**config.mk**
```make
export PLATFORM = sky130hd
export DESIGN_NAME = idu_inst_buf_flat
export DESIGN_NICKNAME = d
export VERILOG_FILES = /design/src/rtl/idu_pkg.sv /design/src/rtl/idu_inst_buf_if.sv /design/src/rtl/idu_parcel_ram.sv /design/src/rtl/idu_inst_buf.sv /design/src/flat_wrapper.sv
export SDC_FILE = /design/constraint.sdc
export NUM_CORES = 1
export LEC_CHECK = 0
export ABC_AREA = 0
export CAP_MARGIN = 20
export CORE_ASPECT_RATIO = 0.7
export CORE_UTILIZATION = 55
export DETAILED_ROUTE_END_ITERATION = 12
export PLACE_DENSITY = 0.88
export SYNTH_ARGS = -nofsm -noshare
export SYNTH_HDL_FRONTEND = slang
export SYNTH_SLANG_ARGS = --single-unit
```
**constraint.sdc**
```tcl
create_clock -name clk -period 6.3 [get_ports clk]
set_input_delay 1.26 -clock clk [delete_from_list [all_inputs] [get_ports clk]]
set_output_delay 1.26 -clock clk [all_outputs]
set_load 0.03 [all_outputs]
```
**src/rtl/idu_pkg.sv**
```systemverilog
// rtl/idu_pkg.sv - shared types and helpers for the instruction buffer
package idu_pkg;

  localparam int PARCEL_W = 16;

  typedef struct packed {
    logic [PARCEL_W-1:0] data;
    logic                err;
  } parcel_t;

  function automatic logic is_rvc(input logic [15:0] p);
    return p[1:0] != 2'b11;
  endfunction

endpackage

```
**src/rtl/idu_inst_buf_if.sv**
```systemverilog
// rtl/idu_inst_buf_if.sv - fetch-side and decode-side handshake bundle
interface idu_inst_buf_if #(
  parameter int FETCH_W = 32,
  parameter int PC_W    = 32
);
  logic               flush;
  logic [PC_W-1:0]    flush_pc;
  logic               fetch_valid;
  logic               fetch_ready;
  logic [FETCH_W-1:0] fetch_data;
  logic               fetch_err;
  logic               inst_valid;
  logic               inst_ready;
  logic [31:0]        inst;
  logic [PC_W-1:0]    inst_pc;
  logic               inst_rvc;
  logic               inst_err;

  modport master (
    output flush, flush_pc, fetch_valid, fetch_data, fetch_err, inst_ready,
    input  fetch_ready, inst_valid, inst, inst_pc, inst_rvc, inst_err
  );

  modport slave (
    input  flush, flush_pc, fetch_valid, fetch_data, fetch_err, inst_ready,
    output fetch_ready, inst_valid, inst, inst_pc, inst_rvc, inst_err
  );
endinterface

```
**src/rtl/idu_parcel_ram.sv**
```systemverilog
// rtl/idu_parcel_ram.sv - parcel storage with NP write lanes and two async read ports
module idu_parcel_ram
  import idu_pkg::*;
#(
  parameter int DEPTH = 8,
  parameter int NP    = 2,
  parameter int AW    = $clog2(DEPTH)
) (
  input  logic                   clk,
  input  logic [NP-1:0]          wr_en,
  input  logic [NP-1:0][AW-1:0]  wr_addr,
  input  parcel_t [NP-1:0]       wr_data,
  input  logic [AW-1:0]          rd_addr0,
  input  logic [AW-1:0]          rd_addr1,
  output parcel_t                rd_data0,
  output parcel_t                rd_data1
);

  parcel_t mem [DEPTH];

  always_ff @(posedge clk) begin
    for (int l = 0; l < NP; l++) begin
      if (wr_en[l]) mem[wr_addr[l]] <= wr_data[l];
    end
  end

  assign rd_data0 = mem[rd_addr0];
  assign rd_data1 = mem[rd_addr1];

endmodule

```
**src/rtl/idu_inst_buf.sv**
```systemverilog
// rtl/idu_inst_buf.sv - parcel queue that realigns fetch words into one instruction per cycle
module idu_inst_buf
  import idu_pkg::*;
#(
  parameter int              FETCH_W  = 32,
  parameter int              DEPTH    = 8,
  parameter int              PC_W     = 32,
  parameter logic [PC_W-1:0] RESET_PC = '0
) (
  input logic          clk,
  input logic          rst,
  idu_inst_buf_if.slave bus
);

  localparam int NP = FETCH_W / PARCEL_W;
  localparam int AW = $clog2(DEPTH);
  localparam int SW = $clog2(NP);
  localparam int CW = AW + 1;

  logic [AW-1:0]   wr_ptr_q, wr_ptr_d, rd_ptr_q, rd_ptr_d;
  logic [CW-1:0]   cnt_q, cnt_d, push_n, pop_n;
  logic [PC_W-1:0] rd_pc_q, rd_pc_d;
  logic [SW-1:0]   skip_q, skip_d;
  logic            push, pop, rvc, valid, space_ok;

  logic [NP-1:0]         wr_en;
  logic [NP-1:0][AW-1:0] wr_addr;
  parcel_t [NP-1:0]      wr_data;
  parcel_t               rd0, rd1;

  idu_parcel_ram #(.DEPTH(DEPTH), .NP(NP), .AW(AW)) u_ram (
    .clk      (clk),
    .wr_en    (wr_en),
    .wr_addr  (wr_addr),
    .wr_data  (wr_data),
    .rd_addr0 (rd_ptr_q),
    .rd_addr1 (rd_ptr_q + AW'(1)),
    .rd_data0 (rd0),
    .rd_data1 (rd1)
  );

  // Space check uses registered count only, so a same-cycle pop never frees room.
  always_comb begin
    rvc      = is_rvc(rd0.data);
    valid    = rvc ? (cnt_q >= CW'(1)) : (cnt_q >= CW'(2));
    space_ok = (CW'(DEPTH) - cnt_q) >= CW'(NP);
    push     = bus.fetch_valid && space_ok && !bus.flush;
    pop      = valid && bus.inst_ready && !bus.flush;
    push_n   = push ? (CW'(NP) - CW'(skip_q)) : '0;
    pop_n    = pop ? (rvc ? CW'(1) : CW'(2)) : '0;
  end

  // Parcels below skip belong to addresses before the redirect target and are dropped.
  always_comb begin
    wr_en   = '0;
    wr_addr = '0;
    wr_data = '0;
    for (int j = 0; j < NP; j++) begin
      wr_en[j]        = push && (SW'(j) >= skip_q);
      wr_addr[j]      = wr_ptr_q + AW'(j) - AW'(skip_q);
      wr_data[j].data = bus.fetch_data[j*PARCEL_W +: PARCEL_W];
      wr_data[j].err  = bus.fetch_err;
    end
  end

  always_comb begin
    wr_ptr_d = wr_ptr_q;
    rd_ptr_d = rd_ptr_q;
    cnt_d    = cnt_q;
    rd_pc_d  = rd_pc_q;
    skip_d   = skip_q;
    if (bus.flush) begin
      wr_ptr_d = '0;
      rd_ptr_d = '0;
      cnt_d    = '0;
      rd_pc_d  = bus.flush_pc;
      skip_d   = bus.flush_pc[SW:1];
    end else begin
      wr_ptr_d = wr_ptr_q + push_n[AW-1:0];
      rd_ptr_d = rd_ptr_q + pop_n[AW-1:0];
      cnt_d    = cnt_q + push_n - pop_n;
      rd_pc_d  = rd_pc_q + (PC_W'(pop_n) << 1);
      if (push) skip_d = '0;
    end
  end

  always_ff @(posedge clk or posedge rst) begin
    if (rst) begin
      wr_ptr_q <= '0;
      rd_ptr_q <= '0;
      cnt_q    <= '0;
      rd_pc_q  <= RESET_PC;
      skip_q   <= RESET_PC[SW:1];
    end else begin
      wr_ptr_q <= wr_ptr_d;
      rd_ptr_q <= rd_ptr_d;
      cnt_q    <= cnt_d;
      rd_pc_q  <= rd_pc_d;
      skip_q   <= skip_d;
    end
  end

  always_comb begin
    bus.fetch_ready = space_ok;
    bus.inst_valid  = valid;
    bus.inst_rvc    = valid && rvc;
    bus.inst_err    = valid && (rd0.err || (!rvc && rd1.err));
    bus.inst_pc     = rd_pc_q;
    bus.inst        = '0;
    if (valid) bus.inst = rvc ? {16'h0, rd0.data} : {rd1.data, rd0.data};
  end

  a_cnt_range: assert property (@(posedge clk) disable iff (rst)
    (cnt_q <= CW'(DEPTH)) && (pop_n <= cnt_q));

endmodule

```
**src/flat_wrapper.sv**
```systemverilog
// flat-port wrapper written by rule: the top's interface ports become plain ports
module idu_inst_buf_flat import idu_pkg::*;
#(
  parameter int              FETCH_W  = 32,
  parameter int              DEPTH    = 8,
  parameter int              PC_W     = 32,
  parameter logic [PC_W-1:0] RESET_PC = '0
)
  (clk, rst, bus_flush, bus_flush_pc, bus_fetch_valid, bus_fetch_data, bus_fetch_err, bus_inst_ready, bus_fetch_ready, bus_inst_valid, bus_inst, bus_inst_pc, bus_inst_rvc, bus_inst_err);
  idu_inst_buf_if #(.FETCH_W(FETCH_W), .PC_W(PC_W)) bus_i ();
  input logic clk;
  input logic rst;
  input wire logic [$bits(bus_i.flush)-1:0] bus_flush;
  input wire logic [$bits(bus_i.flush_pc)-1:0] bus_flush_pc;
  input wire logic [$bits(bus_i.fetch_valid)-1:0] bus_fetch_valid;
  input wire logic [$bits(bus_i.fetch_data)-1:0] bus_fetch_data;
  input wire logic [$bits(bus_i.fetch_err)-1:0] bus_fetch_err;
  input wire logic [$bits(bus_i.inst_ready)-1:0] bus_inst_ready;
  output wire logic [$bits(bus_i.fetch_ready)-1:0] bus_fetch_ready;
  output wire logic [$bits(bus_i.inst_valid)-1:0] bus_inst_valid;
  output wire logic [$bits(bus_i.inst)-1:0] bus_inst;
  output wire logic [$bits(bus_i.inst_pc)-1:0] bus_inst_pc;
  output wire logic [$bits(bus_i.inst_rvc)-1:0] bus_inst_rvc;
  output wire logic [$bits(bus_i.inst_err)-1:0] bus_inst_err;
  assign bus_i.flush = bus_flush;
  assign bus_i.flush_pc = bus_flush_pc;
  assign bus_i.fetch_valid = bus_fetch_valid;
  assign bus_i.fetch_data = bus_fetch_data;
  assign bus_i.fetch_err = bus_fetch_err;
  assign bus_i.inst_ready = bus_inst_ready;
  assign bus_fetch_ready = bus_i.fetch_ready;
  assign bus_inst_valid = bus_i.inst_valid;
  assign bus_inst = bus_i.inst;
  assign bus_inst_pc = bus_i.inst_pc;
  assign bus_inst_rvc = bus_i.inst_rvc;
  assign bus_inst_err = bus_i.inst_err;
  idu_inst_buf #(.FETCH_W(FETCH_W), .DEPTH(DEPTH), .PC_W(PC_W), .RESET_PC(RESET_PC)) u_core (.clk(clk), .rst(rst), .bus(bus_i));
endmodule
```
==> results by group <==
Place
  – HPWL after DPL: 18200 um
  – Routability Congestion: 0.827
  – Worst slack, placed: 1.50 ns
  – Port Buf Inserts: 137

STA
  – Layout Skew: 0.00884 ns
  – Unrepaired setup endpoints after global routing: no
  – Final setup fails: 0
  – Final Cycle Share: 83.3%
  – Max_slew headroom: 31.8%
  – TNS Setup: 0 ns
  – Tmin final: 5.25 ns
  – Fmax: 191 MHz
  – Final Hold Vio Count: 0
  – Final WS setup: 1.05 ns
  – Slew @ Worst Pin: 1.02 ns
  – Slew Limit Fails: 0

Yosys
  – Post-synthesis cell count: 789
  – Synth cell types: 46
  – Synthesized Nets: 882
  – Synth Area per Inst: 13.5 um2
  – Sequential-to-total area share from yosys stat: 48.4%
  – Ys async rst share: 24.0%
  – Number of flops mapped to enable cells by yosys: 136
  – Primary FF master, synth: edfxtp_1
  – Synth Register Bits: 179
  – Synth Cell Area: 10700 um2
  – Synth Warn #: 0

Global routing
  – Initial antenna violation count: 0
  – GR Util All Layers: 28.9%
  – Gr ovfl total: 0
  – First-pass GRT wire length: 42800 um
  – Vias in the first global route: 7659
  – Largest net degree at the start of global routing: 75

Power and ir drop
  – Final Power: 0.00452 W
  – Pwr dens: 349 nW/um2
  – Leakage: 4.42 nW
  – Peak supply drop: 0.000256 V

Worst setup path
  – Levels on crit path: 6
  – Startpoint Class: register
  – WP data required: 5.04 ns
  – R2r worst-path depth: 11
  – Largest delay share family, worst path: flip-flops
  – Critical path cell sequence: mux4_2 > mux2i_4 > nor2_2 > nand2_1 > a21oi_1 > clkdlybuf4s50_1
  – Critical Path End Type: primary output
  – CP bufs+invs: 1
  – Worst Path Arrival: 3.99 ns
  – CP Class: register to primary output
  – CP max stage delay: 0.91 ns
  – Worst path slowest cell: dfrtp_4
  – Critical-path maximum fanout: 46

Clock tree
  – Worst-skew pair later-pin latency: 0.43 ns
  – CTS Hold Bufs: 0
  – CTS Buf Count: 17
  – Post-cts resize count: 0
  – TritonCTS clock tree: done
  – CTS H-tree depth: 4
  – Post-CTS setup buffers: 0
  – CTS Root Cell: clkbuf_16
  – Clk sink count: 179
  – Clk slew on worst S/H paths: 0.07 ns
  – Clk buf depth: 2

Die
  – Starting Density: 56.3%
  – Die height: 118 um
  – I/O Pins: 138
  – # rows: 42
  – Core Box Area: 18900 um2
  – Total die area: 19900 um2
  – Chip width: 168 um

Detailed routing
  – DRT iter0 DRCs: 885
  – Antenna viol nets, final: 0
  – Post-Route WL: 27600 um
  – DRC: 0
  – Vias per cell: 6.45
  – Initial DRT Pass Iterations: 6
  – Wirelength per Cell: 23.4 um
  – DR vias: 7615

Finish
  – Final Util: 68.4%
  – Seq. cell area: 5160 um2
  – Area of the multi-input gates: 5280 um2
  – Area Overhead vs Synth: 21.5%
  – Antenna diodes: 0
  – Fin nets: 1018
  – FILL cells: 1241
  – Layout cells sized above 1: 29.6%

Worst hold path
  – Hold Path Cell Cnt: 1
  – Hold Crit Class: register to register

Run
  – Max cap viols: 0

Outcome
  – Run status: finished clean
## cells by family (layout without fill, tap and decap cells)
family / Yosys count / in the layout / synth area share (%)
buffers and inverters: 68 / 217 / 2.70
adder cells (fa/ha/maj): 23 / 23 / 3.05
AND/OR/NAND/NOR: 186 / 186 / 8.05
AO/OA/AOI/OAI: 74 / 74 / 4.23
flip-flops: 179 / 179 / 48.4
multiplexers: 220 / 220 / 30.3
XOR/XNOR: 39 / 39 / 3.21
## final timing paths
check                                             startpoint                                 to  slack [ns]
hold reg to reg            u_core.bus.inst_pc[0]$_DFFE_PP0P_  u_core.bus.inst_pc[0]$_DFFE_PP0P_        0.51
setup / recovery                u_core.rd_ptr_q[0]$_DFF_PP0_                       bus_inst[16]        1.05
max in group asynchronous                                rst       u_core.rd_ptr_q[0]$_DFF_PP0_        4.59
setup reg to reg                u_core.rd_ptr_q[0]$_DFF_PP0_   u_core.bus.inst_pc[30]$_DFF_PP0_        1.49
hold / removal             u_core.bus.inst_pc[0]$_DFFE_PP0P_  u_core.bus.inst_pc[0]$_DFFE_PP0P_        0.51
min in group asynchronous                                rst    u_core.bus.inst_pc[8]$_DFF_PP0_        1.27
## layout by cell type (no fill, tap or decap), drive strengths merged, types with 5 or more instances in the layout
cell	Yosys	final
o21ai	32	32
edfxtp	136	136
clkdlybuf4s50	0	136
nor3	12	12
or3	6	6
nor4	9	9
mux2	134	134
fa	5	5
nor2	38	38
xor2	11	11
dfrtp	43	43
clkinv	0	9
buf	30	27
ha	18	18
a21oi	25	25
nor2b	7	7
nand2	78	78
clkbuf	16	20
mux2i	20	20
xnor2	28	28
inv	22	21
nand4	7	7
nand3	14	14
mux4	66	66
o31ai	5	5
## per-layer routing
metal | share of wire [%] | GRT usage [%] | vias up
li1 | - | - | 3280
met1 | 40 | 40.1 | 3817
met2 | 48 | 46.0 | 464
met3 | 9.6 | 6.70 | 54
met4 | 1.9 | 8.01 | 0
met5 | 0 | 0 | -
## registers in the layout, summed over array words and instances (netlist names)
name                flops
u_core.cnt_q            4
u_core.wr_ptr_q         3
u_core.bus.inst_pc     32
u_core.rd_ptr_q         3
u_core.skip_q           1
u_core.u_ram.mem      136
## report_power, final
group / total [W] / internal (W) / leakage [nW] / switching, W
clock: 0.00102 / 0.000577 / 0.266 / 0.000439
combinational: 0.00197 / 0.000860 / 2.39 / 0.00111
sequential: 0.00153 / 0.00141 / 1.77 / 0.000122
## cell usage after synthesis (all sizes together) (9+ instances only)
| master | number | share of area, % |
|---|---|---|
| nor3 | 12 | 0.56 |
| dfrtp | 43 | 10 |
| o21ai | 32 | 1.5 |
| xnor2 | 28 | 2.3 |
| mux2 | 134 | 14 |
| clkbuf | 16 | 0.56 |
| nand3 | 14 | 0.66 |
| mux4 | 66 | 14 |
| a21oi | 25 | 1.3 |
| edfxtp | 136 | 38 |
| mux2i | 20 | 2.2 |
| xor2 | 11 | 0.90 |
| buf | 30 | 1.4 |
| nor4 | 9 | 0.53 |
| nand2 | 78 | 2.7 |
| ha | 18 | 2.1 |
| nor2 | 38 | 1.4 |
| inv | 22 | 0.77 |
## area by class of cell
| type | count | share of cell area [%] |
|---|---|---|
| multi-input cells | 542 | 40.8 |
| flip-flops and latches | 179 | 39.9 |
| repair buffers | 163 | 12.1 |
| clock buffers | 20 | 3.37 |
| well taps | 242 | 2.34 |
| clock inverters | 12 | 0.889 |
| inverters | 22 | 0.638 |
## metrics by stage
| stage | instance area [um2] | hold slack [ns] | std cells |
|---|---|---|---|
| floorplan | 10700 | 0.609 | 789 |
| detailed placement | 12400 | 0.497 | 1148 |
| global placement | 12400 | 0.492 | 1148 |
| CTS | 12900 | 0.512 | 1180 |
| global route | 12900 | 0.555 | 1180 |
| finish | 12900 | 0.508 | 1180 |
Power figures use the tool's default switching activity.
